--- src/rtl/axi_write_arbiter.sv ---
`default_nettype none
// ============================================================================
// axi_write_arbiter : round-robin sharing of one AXI write-master core
//                     interface between two clients, grant held per transfer
// Revision: 1.0
// ============================================================================
module axi_write_arbiter #(
    parameter int AXI_AWIDTH = 32,
    parameter int AXI_DWIDTH = 32
) (
    input  logic                  clk,
    input  logic                  resetn,

    input  logic                  c0_write_request_valid,
    output logic                  c0_write_request_ready,
    input  logic [AXI_AWIDTH-1:0] c0_write_addr,
    input  logic [31:0]           c0_write_len,
    input  logic [2:0]            c0_write_size,
    input  logic [1:0]            c0_write_burst,
    input  logic [AXI_DWIDTH-1:0] c0_write_data,
    input  logic                  c0_write_data_valid,
    output logic                  c0_write_data_ready,

    input  logic                  c1_write_request_valid,
    output logic                  c1_write_request_ready,
    input  logic [AXI_AWIDTH-1:0] c1_write_addr,
    input  logic [31:0]           c1_write_len,
    input  logic [2:0]            c1_write_size,
    input  logic [1:0]            c1_write_burst,
    input  logic [AXI_DWIDTH-1:0] c1_write_data,
    input  logic                  c1_write_data_valid,
    output logic                  c1_write_data_ready,

    output logic                  m_write_request_valid,
    input  logic                  m_write_request_ready,
    output logic [AXI_AWIDTH-1:0] m_write_addr,
    output logic [31:0]           m_write_len,
    output logic [2:0]            m_write_size,
    output logic [1:0]            m_write_burst,
    output logic [AXI_DWIDTH-1:0] m_write_data,
    output logic                  m_write_data_valid,
    input  logic                  m_write_data_ready,

    output logic                  grant,
    output logic                  busy
);

    localparam logic [1:0] S_IDLE = 2'd0;
    localparam logic [1:0] S_REQ  = 2'd1;
    localparam logic [1:0] S_DATA = 2'd2;

    logic [1:0]  state_q, state_d;
    logic        grant_q, grant_d;
    logic        last_q, last_d;
    logic [31:0] beats_q, beats_d;

    logic        in_req, in_data;
    logic        sel_req_valid, sel_data_valid;
    logic        req_fire, data_fire;

    assign in_req  = (state_q == S_REQ);
    assign in_data = (state_q == S_DATA);

    // Fields always follow the owner; only the valids are gated by state.
    assign sel_req_valid  = grant_q ? c1_write_request_valid : c0_write_request_valid;
    assign sel_data_valid = grant_q ? c1_write_data_valid    : c0_write_data_valid;
    assign m_write_addr   = grant_q ? c1_write_addr  : c0_write_addr;
    assign m_write_len    = grant_q ? c1_write_len   : c0_write_len;
    assign m_write_size   = grant_q ? c1_write_size  : c0_write_size;
    assign m_write_burst  = grant_q ? c1_write_burst : c0_write_burst;
    assign m_write_data   = grant_q ? c1_write_data  : c0_write_data;

    assign m_write_request_valid = in_req  & sel_req_valid;
    assign m_write_data_valid    = in_data & sel_data_valid;

    assign c0_write_request_ready = in_req  & ~grant_q & m_write_request_ready;
    assign c1_write_request_ready = in_req  &  grant_q & m_write_request_ready;
    assign c0_write_data_ready    = in_data & ~grant_q & m_write_data_ready;
    assign c1_write_data_ready    = in_data &  grant_q & m_write_data_ready;

    assign req_fire  = m_write_request_valid & m_write_request_ready;
    assign data_fire = m_write_data_valid & m_write_data_ready;

    assign grant = grant_q;
    assign busy  = in_req | in_data;

    always_comb begin
        state_d = state_q;
        grant_d = grant_q;
        last_d  = last_q;
        beats_d = beats_q;
        case (state_q)
            S_IDLE: begin
                if (c0_write_request_valid || c1_write_request_valid) begin
                    // A tie goes to whoever was not served last.
                    if (c0_write_request_valid && c1_write_request_valid)
                        grant_d = ~last_q;
                    else
                        grant_d = c1_write_request_valid;
                    state_d = S_REQ;
                end
            end
            S_REQ: begin
                if (req_fire) begin
                    beats_d = m_write_len;
                    last_d  = grant_q;
                    state_d = S_DATA;
                end
            end
            S_DATA: begin
                if (data_fire) begin
                    if (beats_q == 32'd0)
                        state_d = S_IDLE;
                    else
                        beats_d = beats_q - 32'd1;
                end
            end
            default: state_d = S_IDLE;
        endcase
    end

    always_ff @(posedge clk or negedge resetn) begin
        if (!resetn) begin
            state_q <= S_IDLE;
            grant_q <= 1'b0;
            last_q  <= 1'b1;
            beats_q <= 32'd0;
        end else begin
            state_q <= state_d;
            grant_q <= grant_d;
            last_q  <= last_d;
            beats_q <= beats_d;
        end
    end

endmodule
`default_nettype wire

--- config.mk ---
export PLATFORM = sky130hd
export DESIGN_NAME = axi_write_arbiter
export DESIGN_NICKNAME = d
export VERILOG_FILES = /design/src/rtl/axi_write_arbiter.sv
export SDC_FILE = /design/constraint.sdc
export NUM_CORES = 1
export LEC_CHECK = 0
export CAP_MARGIN = 10
export CORE_AREA = 5 5 120 122
export DETAILED_ROUTE_END_ITERATION = 6
export DIE_AREA = 0 0 125 127
export DONT_BUFFER_PORTS = 1
export HOLD_SLACK_MARGIN = 0.06
export PLACE_DENSITY = 0.52
export SYNTH_ARGS = -nofsm -noshare
export SYNTH_HDL_FRONTEND = slang
export SYNTH_SLANG_ARGS = --single-unit
--- constraint.sdc ---
create_clock -name clk -period 6.3 [get_ports clk]
set_clock_uncertainty 0.1 [all_clocks]
set_input_delay 1.26 -clock clk [delete_from_list [all_inputs] [get_ports clk]]
set_output_delay 1.26 -clock clk [all_outputs]
set_load 0.02 [all_outputs]
==> summary.txt <==
Status -> completed
Core Region -> 13,090 sq um
Origin of the critical flop-to-flop path -> grant
Clock tree root driver cell -> clkbuf_16
Reg2reg path depth -> 7
HPWL Detailed -> 10,720 microns
Reg area -> 905.9 sq um
IO Port Bufs -> 0
Crit Path Category -> flop to primary output
Final worst path period need -> 3.780 ns
Flop-to-flop setup slack -> 2.82 ns
Remaining DRCs -> 0
Setup crit start kind -> flop
# fillers -> 1,364
Final setup vio count -> 0
EDFF count, synth -> 0
Cell Area, Synth -> 3607 sq um
GR met3 Demand/Resource -> 4.174%
Switching part of the total -> 51.39%
Clock net sink count -> 36
Final Hold Viols -> 0
Die area -> 15,880 sq um
Mapped Cells -> 408
Hold Crit Class -> flop to flop
Share of cells above drive strength 1 -> 32.40%
MaxCap Viol Count -> 0
Skew-Pair Late Insertion Delay -> 0.28 ns
Leakage power -> 1.363 nW
Cts bufs inserted -> 5
CTS resizes -> 0
Vias in the first global route -> 3,166
Crit. End Element -> primary output
# hold bufs at CTS -> 0
Synth cell types -> 50
GRT Overall Usage -> 14.94%
Critical-path top delay cell -> dfrtp_4
Met1 Use GR -> 19.09%
Initial core utilization -> 27.57%
Worst EP required -> 4.94 ns
Worst Setup EP -> m_write_data_valid
Top FF cell, synth -> dfrtp_1
VDD IR-drop max -> 149.0 uV
CP startpoint -> grant
Crit path DAT -> 2.42 ns
Internal power component -> 1.061 mW
Sequential area share after synthesis -> 25.01%
Initial antenna violation count -> 0
Clk pwr share -> 13.1%
Total setup buffers inserted after CTS -> 0
Flops & latches, synth -> 36
Final Power -> 2.183 mW
Pwr Density -> 558.4 nW/um^2
Ys async rst share -> 100.0%
DIE WIDTH -> 125 microns
Antenna-violating nets left -> 0
Largest fanout on the critical path -> 59
CTS Buffer Depth -> 2
Routed vias/inst -> 5.736
First-pass GRT wire length -> 19,250 microns
Multi-input gate area -> 2560 sq um
CTS tree -> built
Sw power -> 1.122 mW
Net Count, Synth -> 623
Final TNS setup -> 0 ns
Die Y -> 127 microns
Fmax -> 264.6 MHz
Met2 usage -> 25.31%
Flop pwr share -> 25.0%
Comb pwr share -> 61.8%
Worst rel slew slack -> 47.83%
DR WL/cell -> 23.49 microns
Worst Tran Pin Value -> 0.7817 ns
Largest net degree at the start of global routing -> 73
Routability Congestion -> 0.7767
Yosys Warn Count -> 0
# H-tree levels -> 2
# IOs -> 319
RSZ-0062 raised after global routing -> no
Clock slew at reported path FFs -> 0.05 ns
Period utilization -> 60.00%
Drt first-iter violations -> 138
Post-layout instance area -> 3910 sq um
Drt total wl -> 13,350 microns
Reg2Reg Capture Point -> beats_q[19]
GRT overflow -> 0
Critical Path, Cell by Cell -> buf_4 > mux2i_1 > nor2_1
Vias -> 3,258
Area delta synth->final -> 8.394%
Count of pins over their slew limit -> 0
Max stage delay on crit path -> 0.80 ns
Drt first pass iters -> 4
Synth Area per Inst -> 8.841 sq um
GRT busiest layer -> met2
Ant diodes -> 0
Rows -> 42
Placed Area -> 3746 sq um
Fin nets -> 606
placed cells by master, fill, tap and decap left out, types with 5 or more instances in the layout:
cell type	netlist	layout
mux2_2	102	102
a2bb2oi_1	7	7
o21a_1	5	5
nand2_1	33	33
nor3_1	13	13
dfrtp_1	35	34
inv_1	8	8
nor2_1	25	25
clkbuf_16	0	5
o21ai_0	24	24
nand3_1	13	13
nor4_1	5	5
o22ai_1	8	8
a31oi_1	6	6
or3_1	8	8
nand4_1	6	6
nand2b_1	5	5
a21oi_1	29	29
per-layer routing:
layer,share of wire (%),vias to the layer above
li1,-,1498
met1,41,1557
met2,50,194
met3,7.6,9
met4,1.0,0
met5,0,-
power by group through the flow:
stage | Clock, mW | Combinational [mW] | Sequential (mW)
finish | 0.287 | 1.35 | 0.546
floorplan | 0 | 1.22 | 0.457
global placement | 0 | 1.34 | 0.537
global route | 0.303 | 1.46 | 0.573
CTS | 0.293 | 1.37 | 0.545
detailed placement | 0 | 1.36 | 0.549
cells in the mapped netlist, drive strengths merged, types with 2 or more instances:
master	instances	area [sq um]
mux2	102	1149
dfrtp	35	875.8
nand2	33	123.9
a21oi	29	145.1
nor2	25	93.84
o21ai	24	120.1
clkbuf	15	56.30
nor3	14	75.07
buf	13	61.31
nand3	13	65.06
inv	8	30.03
o22ai	8	50.05
or3	8	50.05
a2bb2oi	7	61.31
a31oi	7	50.05
nor4	7	73.82
nand4	6	37.54
ha	5	62.56
nand2b	5	31.28
o21a	5	37.54
mux2i	4	40.04
o22a	4	35.03
or4	4	38.79
a22oi	3	22.52
o32ai	3	26.28
a22o	2	17.52
and3	2	12.51
nor2b	2	12.51
cell families (layout without fill, tap and decap cells):
group | count (synthesis) | in the layout | share of synthesized area [%]
AND/OR/NAND/NOR | 123 | 123 | 17.90
buffers and inverters | 36 | 20 | 4.093
multiplexers | 106 | 106 | 32.95
AO/OA/AOI/OAI | 102 | 102 | 18.32
adder cells (fa/ha/maj) | 5 | 5 | 1.734
flip-flops | 36 | 36 | 25.01
area by class of cell:
class | instances | area share, %
clock inverters | 2 | 0.8960
well taps | 176 | 5.632
repair buffers | 4 | 0.7680
flip-flops and latches | 36 | 23.17
clock buffers | 6 | 3.296
multi-input cells | 336 | 65.47
inverters | 8 | 0.7680
critical path, delay by kind of cell, from the launching register on:
family	cells	cell delay (ns)
DFF	1	0.80
buffers and inverters	1	0.68
and+or+nand+nor	1	0.36
muxes	1	0.25
worst min-delay path by stage:
| stage | from | end | cells after the start |
|---|---|---|---|
| floorplan | beats_q[10] | beats_q[10] | 1 |
| global placement | beats_q[10] | beats_q[10] | 1 |
| detailed placement | last_q | last_q | 2 |
| CTS | last_q | last_q | 2 |
| global route | last_q | last_q | 2 |
| finish | last_q | last_q | 2 |
flip-flops by register name, indices dropped and copies added (netlist names):
register / flops
beats_q: 32
grant: 1
last_q: 1
state_q: 2
through the flow:
step	utilization [%]	cells	hold WS, ns	worst slack (ns)
floorplan	-	408	0.3893	2.790
global placement	28.63	560	0.4090	2.898
detailed placement	28.63	560	0.4272	2.798
CTS	29.88	568	0.4356	2.492
global route	29.88	568	0.4715	2.332
finish	29.88	568	0.4333	2.520
(Power assumes the default switching activity.)
